[config.mk]
export PLATFORM = sky130hd
export DESIGN_NAME = freqgen
export DESIGN_NICKNAME = d
export VERILOG_FILES = /design/src/rtl/freqgen_pkg.sv /design/src/rtl/freqgen_bcd4_to_bin.sv /design/src/rtl/freqgen.sv
export SDC_FILE = /design/constraint.sdc
export NUM_CORES = 1
export LEC_CHECK = 0
export BUFFER_PORTS_ARGS = -buffer_cell sky130_fd_sc_hd__buf_2
export CAP_MARGIN = 5
export CORE_MARGIN = 1
export CORE_UTILIZATION = 39
export DETAILED_ROUTE_END_ITERATION = 8
export GPL_TIMING_DRIVEN = 0
export SETUP_SLACK_MARGIN = 0.2
export SLEW_MARGIN = 10
export SYNTH_ARGS = -nofsm -noshare
export SYNTH_HDL_FRONTEND = slang
export SYNTH_SLANG_ARGS = --single-unit
[constraint.sdc]
create_clock -name sysclk -period 8.45 [get_ports sysclk]
set_input_delay 0.845 -clock sysclk [delete_from_list [all_inputs] [get_ports sysclk]]
set_output_delay 0.845 -clock sysclk [all_outputs]
set_load 0.05 [all_outputs]
[src/rtl/freqgen_pkg.sv]
// Shared types, defaults and helpers for the freqgen BCD-programmed square-wave generator.
package freqgen_pkg;

  localparam int unsigned F_SYS_DEFAULT = 32'd50_000_000;
  localparam int unsigned HALF_DEFAULT  = F_SYS_DEFAULT / 32'd2;
  localparam int unsigned ACC_W_DEFAULT = 32'd26;
  localparam int unsigned BIN_W         = 32'd17;

  typedef enum logic [1:0] {
    IDLE  = 2'd0,
    CONV  = 2'd1,
    SCALE = 2'd2,
    APPLY = 2'd3
  } state_e;

  typedef enum logic [1:0] {
    CV_IDLE  = 2'd0,
    CV_DIGIT = 2'd1,
    CV_SCALE = 2'd2
  } conv_phase_e;

  function automatic logic bcd_digit_valid(input logic [3:0] d);
    return (d <= 4'd9);
  endfunction

endpackage

[src/rtl/freqgen_bcd4_to_bin.sv]
// Sequential four-digit BCD to binary converter: one digit per cycle, MSD first,
// then an optional x10 range scale. `done` pulses the cycle after scaling.
module bcd4_to_bin
  import freqgen_pkg::*;
(
  input  logic             clk,
  input  logic             rst,
  input  logic             start,
  input  logic [15:0]      digits,
  input  logic             range_in,
  output logic [BIN_W-1:0] bin,
  output logic             range_lat,
  output logic             last_digit,
  output logic             done
);

  localparam logic [BIN_W-1:0] TEN = BIN_W'(4'd10);

  conv_phase_e      phase_q, phase_d;
  logic [1:0]       step_q, step_d;
  logic [15:0]      digits_q, digits_d;
  logic             range_q, range_d;
  logic [BIN_W-1:0] bin_q, bin_d;
  logic             done_q, done_d;

  always_comb begin
    phase_d  = phase_q;
    step_d   = step_q;
    digits_d = digits_q;
    range_d  = range_q;
    bin_d    = bin_q;
    done_d   = 1'b0;
    case (phase_q)
      CV_IDLE: begin
        if (start) begin
          digits_d = digits;
          range_d  = range_in;
          bin_d    = '0;
          step_d   = 2'd0;
          phase_d  = CV_DIGIT;
        end else begin
          phase_d  = CV_IDLE;
        end
      end
      CV_DIGIT: begin
        // Digits are shifted out from the top so the MSD is always in [15:12].
        bin_d    = (bin_q * TEN) + {{(BIN_W-4){1'b0}}, digits_q[15:12]};
        digits_d = {digits_q[11:0], 4'd0};
        step_d   = step_q + 2'd1;
        if (step_q == 2'd3) begin
          phase_d = CV_SCALE;
        end else begin
          phase_d = CV_DIGIT;
        end
      end
      CV_SCALE: begin
        if (range_q) begin
          bin_d = bin_q * TEN;
        end else begin
          bin_d = bin_q;
        end
        done_d  = 1'b1;
        phase_d = CV_IDLE;
      end
      default: begin
        phase_d = CV_IDLE;
      end
    endcase
  end

  always_ff @(posedge clk) begin
    if (rst) begin
      phase_q  <= CV_IDLE;
      step_q   <= 2'd0;
      digits_q <= 16'd0;
      range_q  <= 1'b0;
      bin_q    <= '0;
      done_q   <= 1'b0;
    end else begin
      phase_q  <= phase_d;
      step_q   <= step_d;
      digits_q <= digits_d;
      range_q  <= range_d;
      bin_q    <= bin_d;
      done_q   <= done_d;
    end
  end

  assign bin        = bin_q;
  assign range_lat  = range_q;
  assign last_digit = (phase_q == CV_DIGIT) && (step_q == 2'd3);
  assign done       = done_q;

endmodule

[src/rtl/freqgen.sv]
// BCD-programmed square-wave generator: a load FSM feeds a fractional accumulator
// that toggles sigout each time the running sum crosses F_SYS/2.
module freqgen
  import freqgen_pkg::*;
#(
  parameter int unsigned F_SYS = F_SYS_DEFAULT,
  parameter int unsigned ACC_W = ACC_W_DEFAULT
) (
  input  logic       sysclk,
  input  logic       rst,
  input  logic       load,
  input  logic       range,
  input  logic [3:0] freq0,
  input  logic [3:0] freq1,
  input  logic [3:0] freq2,
  input  logic [3:0] freq3,
  output logic       sigout,
  output logic       busy,
  output logic       err,
  output logic       active,
  output logic       rangedisp
);

  localparam logic [ACC_W-1:0] HALF = ACC_W'(F_SYS / 32'd2);

  state_e           state_q, state_d;
  logic             busy_q, busy_d;
  logic             err_q, err_d;
  logic             active_q, active_d;
  logic             rangedisp_q, rangedisp_d;
  logic             sigout_q, sigout_d;
  logic [ACC_W-1:0] inc_q, inc_d;
  logic [ACC_W-1:0] acc_q, acc_d;
  logic [ACC_W-1:0] sum_s;
  logic             digits_ok_s;
  logic             start_s;
  logic [BIN_W-1:0] conv_bin_s;
  logic             conv_range_s;
  logic             conv_last_s;
  logic             conv_done_s;

  assign digits_ok_s = bcd_digit_valid(freq0) && bcd_digit_valid(freq1) &&
                       bcd_digit_valid(freq2) && bcd_digit_valid(freq3);

  bcd4_to_bin u_conv (
    .clk        (sysclk),
    .rst        (rst),
    .start      (start_s),
    .digits     ({freq3, freq2, freq1, freq0}),
    .range_in   (range),
    .bin        (conv_bin_s),
    .range_lat  (conv_range_s),
    .last_digit (conv_last_s),
    .done       (conv_done_s)
  );

  always_comb begin
    state_d     = state_q;
    busy_d      = busy_q;
    err_d       = err_q;
    active_d    = active_q;
    rangedisp_d = rangedisp_q;
    inc_d       = inc_q;
    start_s     = 1'b0;
    // The old setting keeps running while a new one converts; APPLY overrides below.
    sum_s = acc_q + inc_q;
    if (sum_s >= HALF) begin
      acc_d    = sum_s - HALF;
      sigout_d = ~sigout_q;
    end else begin
      acc_d    = sum_s;
      sigout_d = sigout_q;
    end
    case (state_q)
      IDLE: begin
        if (load && digits_ok_s) begin
          start_s = 1'b1;
          err_d   = 1'b0;
          busy_d  = 1'b1;
          state_d = CONV;
        end else if (load) begin
          err_d   = 1'b1;
        end else begin
          state_d = IDLE;
        end
      end
      CONV: begin
        if (conv_last_s) begin
          state_d = SCALE;
        end else begin
          state_d = CONV;
        end
      end
      SCALE: begin
        state_d = APPLY;
      end
      APPLY: begin
        if (conv_done_s) begin
          inc_d       = {{(ACC_W-BIN_W){1'b0}}, conv_bin_s};
          acc_d       = '0;
          sigout_d    = 1'b0;
          rangedisp_d = conv_range_s;
          active_d    = (conv_bin_s != '0);
          busy_d      = 1'b0;
          state_d     = IDLE;
        end else begin
          state_d     = APPLY;
        end
      end
      default: begin
        busy_d  = 1'b0;
        state_d = IDLE;
      end
    endcase
  end

  always_ff @(posedge sysclk) begin
    if (rst) begin
      state_q     <= IDLE;
      busy_q      <= 1'b0;
      err_q       <= 1'b0;
      active_q    <= 1'b0;
      rangedisp_q <= 1'b0;
      sigout_q    <= 1'b0;
      inc_q       <= '0;
      acc_q       <= '0;
    end else begin
      state_q     <= state_d;
      busy_q      <= busy_d;
      err_q       <= err_d;
      active_q    <= active_d;
      rangedisp_q <= rangedisp_d;
      sigout_q    <= sigout_d;
      inc_q       <= inc_d;
      acc_q       <= acc_d;
    end
  end

  assign sigout    = sigout_q;
  assign busy      = busy_q;
  assign err       = err_q;
  assign active    = active_q;
  assign rangedisp = rangedisp_q;

endmodule

==> Yosys cells after proc, flatten, opt, wreduce, memory -nomap -nowiden <==
Index checks and enable logic that the tools add are counted.
{ "op_classes": {"n_eq_ne": 11, "n_mux": 29, "order_cmp": 5, "bitwise_logic": 1, "n_addsub": 4, "mul": 1, "n_reduce_logical": 18} }
{ "op_table": {"columns": ["op", "count"], "rows": [
  ["two-way mux 26 bit", 3],
  ["one-hot mux 17 bit (3 select lines)", 1],
  ["two-way mux 17 bit", 2],
  ["one-hot mux 16 bit (2 select lines)", 1],
  ["adder 26 x 17 -> 26 bit", 1],
  [">= comparator 26 x 25 -> 1 bit, second input constant", 1],
  ["subtractor 26 x 25 -> 26 bit, second input constant", 1],
  ["adder 17 x 4 -> 17 bit", 1],
  ["multiplier 17 x 3 -> 16 bit, second input constant", 1],
  ["nonzero test 17 bit", 1],
  ["less-or-equal comparator 4 bit, second input constant", 4],
  ["two-way mux 16 bit", 1],
  ["two-way mux 2 bit", 6],
  ["two-way mux 1 bit", 11],
  ["== test 2 bit, second input constant", 4],
  ["one-hot mux 2 bit (2 select lines)", 2],
  ["one-hot mux 2 bit (4 select lines)", 1],
  ["AND reduction 2 bit", 4],
  ["AND reduction 3 bit", 2],
  ["nonzero test 2 bit", 3],
  ["logical AND 1 bit", 5],
  ["== test 2 x 1 -> 1 bit, second input constant", 2],
  ["logical NOT 2 bit", 2],
  ["inequality test 2 x 1 -> 1 bit, second input constant", 2],
  ["6 further kinds", 7]
]} }
{ "word_totals": {"register_bits": 89, "wordCells": 83, "out_inout_bits": 5, "in_bits": 20} }

==> Longest topological paths before layout <==
{ "logic_depth": {"ltp_word": 9, "depth_mapped": 18, "mapped_depth_nobuf": 16} }

==> Hierarchy <==
A second synthesis with hierarchy kept.
{ "unflattened": {"hier_cells": 752, "area_unflattened_um2": 6105.9} }
{ "by_module_without_submodules": {"columns": ["module", "seq_area_each_um2", "instances", "cells_each", "area_each_um2"], "rows": [
  ["freqgen", 1001.0, 1, 436, 3358.2],
  ["bcd4_to_bin", 780.7, 1, 316, 2747.6]
]} }

==> Worst setup path before layout <==
No wires, ideal clock.
{ "synth_path": {"path_type": "register to register", "start": "reg inc_q[0]", "end": "reg acc_q[19]", "path_buffers": 0, "setup_time_ns": 0.115, "synth_period_minus_slack_ns": 3.472, "stages_incl_launch_ff": 17, "required_time_ns": 8.335, "t_arrival_ns": 3.356, "setup_slack_ns": 4.978, "path_cell_list": "dfxtp_1 -> ha_1 -> inv_1 -> fa_1 -> nor2b_4 -> o2111ai_2 -> nand3_1 -> xor2_1 -> ha_1 -> nand2_1 -> nor3_1 -> nand3_1 -> nor4_1 -> o21ai_1 -> a211o_1 -> or4_1 -> and3_1"} }
{ "synth_via": {"elab_chain_len": 5, "elab_cells_between_ends": 6, "classes_between": "add/sub: 2; order compare: 1; mux: 3"} }
{ "synth_rtl": {"columns": ["item", "line", "text"], "rows": [
  ["start: declaration", "freqgen.sv:32", "logic [ACC_W-1:0] inc_q, inc_d;"],
  ["start signal: assignment", "freqgen.sv:134", "inc_q <= inc_d;"],
  ["adder 26 x 17 -> 26 bit (*)", "freqgen.sv:66", "sum_s = acc_q + inc_q;"],
  ["subtractor 26 x 25 -> 26 bit or >= comparator 26 x 25 -> 1 bit (tied branches)", "freqgen.sv:68, freqgen.sv:67", null],
  ["two-way mux 26 bit (*)", "freqgen.sv:67", "if (sum_s >= HALF) begin"],
  ["two-way mux 26 bit", "freqgen.sv:98", "if (conv_done_s) begin"],
  ["two-way mux 26 bit (*)", "freqgen.sv:74", "case (state_q)"],
  ["end signal: assignment", "freqgen.sv:126", "acc_q <= '0;"],
  ["end signal: assignment", "freqgen.sv:135", "acc_q <= acc_d;"],
  ["end: declaration", "freqgen.sv:33", "logic [ACC_W-1:0] acc_q, acc_d;"]
]} }
Every way passes the cells marked *; elsewhere a longest branch is shown, timed or not.
A chain may end at the register's enable or synchronous reset.

==> Final worst setup path <==
{ "layout_path": {"start": "reg inc_q[0]", "end": "reg acc_q[14]"} }
Same word-level chain as after synthesis.

==> summary.txt <==
Finish
  • Reg area: 1780 sq um
  • # diodes: 0
  • Proportion of layout cells with a drive suffix above 1: 0.0960
  • Fillers: 1553
  • Final Util: 0.451
  • Commonest non-fill, non-tap cell in the layout: dfxtp_1
  • Syn-to-layout area delta: 11.6%
  • Area of the multi-input gates: 4190 sq um
  • Commonest cells after routing, fill and taps aside: dfxtp_1, nand2_1, nor2_1
  • Nets: 862

Setup path
  • CP Max Fanout: 10
  • Cells along the critical path: ha_1 > inv_1 > fa_1 > nor2b_4 > o2111ai_2 > nand3_1 > xor2_1 > ha_1 > nand2_1 > nor3_1 > nand3_1 > nor4_1 > o21ai_1 > a211o_1 > buf_6 > buf_6 > o41ai_1
  • Critical path type: reg -> reg
  • Largest delay contributor family on the critical path: compound AO/OA/AOI/OAI gates
  • Critical-path top delay cell: o41ai_1
  • CP endpoint kind: register
  • Critical path data arrival time: 4370 ps
  • Critical Path Max Stage Delay: around 470 ps
  • CP bufs+invs: 3
  • CP startpoint kind: register
  • Critical path data required time: 8640 ps

Clock tree
  • Post-CTS sizing: 0
  • Clk slew on worst S/H paths: 70 ps
  • Clock sink count: 89
  • Hold Buf Count CTS: 0
  • Num CTS Buffers: 9
  • Max H-tree Level: 3
  • Post-CTS Setup Bufs: 0
  • Clock tree buffer depth: 2
  • CTS tree: done
  • CTS Root Cell: clkbuf_16
  • Worst-Skew Late Latency: 350 ps

Timing
  • Max-slew violations: 0
  • Hold Fails Final Rpt: 0
  • Final setup TNS: 0 ps
  • Period minus WS final: 4170 ps
  • Clock skew: 11.8 ps
  • Worst-margin pin slew: 922 ps
  • Slew margin rel.: 0.377
  • Period utilization: 0.494
  • Maximum clock rate: 240 MHz
  • Final setup vio count: 0
  • RSZ-0062 raised after global routing: no
  • Final worst slack: 4280 ps

Hold path
  • Worst min-delay path class: reg -> reg

Place
  • Pre-CTS WS: 4340 ps
  • IO Port Bufs: 24
  • HPWL after detailed placement: 12.7 mm
  • Gp weighted congestion: 0.858

Global routing
  • Largest net degree at the start of global routing: 18
  • First-pass GRT wire length: 27.3 mm
  • Total congestion overflow: 0
  • Antenna violations before repair: 0
  • Vias in the first global route: 5643
  • Tot GR Track Use: 0.211

Power and ir drop
  • Pwr dens: 135 nW/um^2
  • Lkg Pwr: 0.00276 uW
  • Peak supply drop: 0.000106 V

Logic synthesis
  • Biggest area consumer among synthesized cells: dfxtp_1
  • Post-Syn Nets: 827
  • Register bit total from synthesis: 89
  • Ys Warns: 0
  • EDFF count, synth: 0
  • Post-Syn Area: 6190 sq um
  • Synth Flop Type: dfxtp_1
  • Async SR Flop Fraction: 0
  • Post-synthesis sequential area ratio: 0.288
  • Cell variety after synth: 77
  • Yosys top cell area share: 0.288
  • Post-Syn Instances: 752
  • Area contributors post-synth: dfxtp_1, ha_1, nand2_1, a21oi_1, xnor2_1
  • Syn_area_per_cell: 8.23 sq um

Detailed routing
  • Routed via count: 5695
  • Routed Wire Length: 16.4 mm
  • First drt pass iteration count: 6
  • Antenna-violating nets left: 0
  • DR iter-0 viols: a little under 400
  • Avg WL per Cell: 16.4 um
  • # DRC: 0
  • Vias per cell: approximately 5.7

Floorplanning
  • Die extent in x: about 130 um
  • Io pins: 25
  • Die Span Y: roughly 130 um
  • Starting density of the core: 0.404
  • Die area: roughly 16000 sq um
  • Number of core rows: 45
  • Core Region: 15300 sq um

Status
  • Status: complete, no violations

Flow run
  • Max Cap Viol: 0
==> cell type report <==
class                      count  area share
buffer                        36      0.0230
clock buffer                   9      0.0326
clock inverter                 7      0.0159
inverter                      15     0.00815
multi-input combinational    612       0.607
sequential                    89       0.258
tap                          211      0.0382
timing repair buffer          24      0.0174
==> synth_stat cells (12+ instances only) <==
master	count
dfxtp_1	89
nand2_1	88
nor2_1	69
a21oi_1	65
ha_1	52
xnor2_1	33
clkbuf_1	24
o21ai_0	20
nand3_1	17
nand4_1	17
a211oi_1	15
a22oi_1	15
and2_1	15
inv_1	15
xor2_1	15
mux2i_1	14
a21o_1	12
nand2b_1	12
nor3_1	12
o21a_1	12
==> report_power, final <==
part | switching (uW) | leakage (uW) | total (uW) | internal [uW]
registers | 5.32 | 0.000719 | 431 | 426
logic | 34.6 | 0.00188 | 51.2 | 16.6
clock network | 187 | 0.000165 | 453 | 266
total | 227 | 0.00276 | 935 | 708
==> kinds of logic (layout without fill, tap and decap cells) <==
| family | Yosys count | after routing | share of synthesized area |
|---|---|---|---|
| adders and majority gates | 55 | 55 | 0.115 |
| muxes | 15 | 15 | 0.0245 |
| DFF | 89 | 89 | 0.288 |
| and+or+nand+nor | 281 | 281 | 0.224 |
| AOI/OAI and AO/OA | 212 | 212 | 0.244 |
| xor gates and xnor gates | 49 | 49 | 0.0706 |
| buffers and inverters | 51 | 91 | 0.0348 |
==> metrics by stage <==
stage / hold WS [ps] / cells / total power (uW) / area (sq um)
floorplan: 441 / 752 / 472 / 6190
global placement: 447 / 987 / 489 / 6570
detailed placement: 449 / 987 / 491 / 6570
CTS: 458 / 1003 / 943 / 6910
global route: 479 / 1003 / 964 / 6910
finish: 451 / 1003 / 935 / 6910
==> state kept, by name, summed over array words and instances (netlist names) <==
register          cells
u_conv.range_lat      1
acc_q                26
inc_q                17
u_conv.done           1
rangedisp             1
state_q               2
u_conv.step_q         2
u_conv.phase_q        2
u_conv.digits_q      16
active                1
busy                  1
sigout                1
u_conv.bin           17
err                   1
==> path summary, 6_finish.rpt <==
kind | start | slack, ps | cells after the start | end
max | inc_q[0]$_SDFFE_PP0P_ | 4280 | 17 | acc_q[14]$_SDFF_PP0_
min | active$_SDFFE_PP0P_ | 450 | 2 | active$_SDFFE_PP0P_
max reg2reg | inc_q[0]$_SDFFE_PP0P_ | 4280 | 17 | acc_q[14]$_SDFF_PP0_
min reg2reg | active$_SDFFE_PP0P_ | 450 | 2 | active$_SDFFE_PP0P_
==> layer usage <==
layer,wire (um),GRT usage,part of all wire
met1,7600,0.262,0.46
met2,7880,0.370,0.48
met3,610,0.0317,0.037
met4,338,0.0740,0.021
met5,0,0,0
==> worst register-to-register path, cell delays in order, from the launching register on <==
cell and delay (ps):
dfxtp_1 350, ha_1 190, inv_1 60, fa_1 440, nor2b_4 160, o2111ai_2 170, nand3_1 180, xor2_1 350
ha_1 240, nand2_1 60, nor3_1 180, nand3_1 170, nor4_1 210, o21ai_1 130, a211o_1 350, buf_6 170
buf_6 140, o41ai_1 470
No activity file was read; power rests on OpenSTA's default activity.
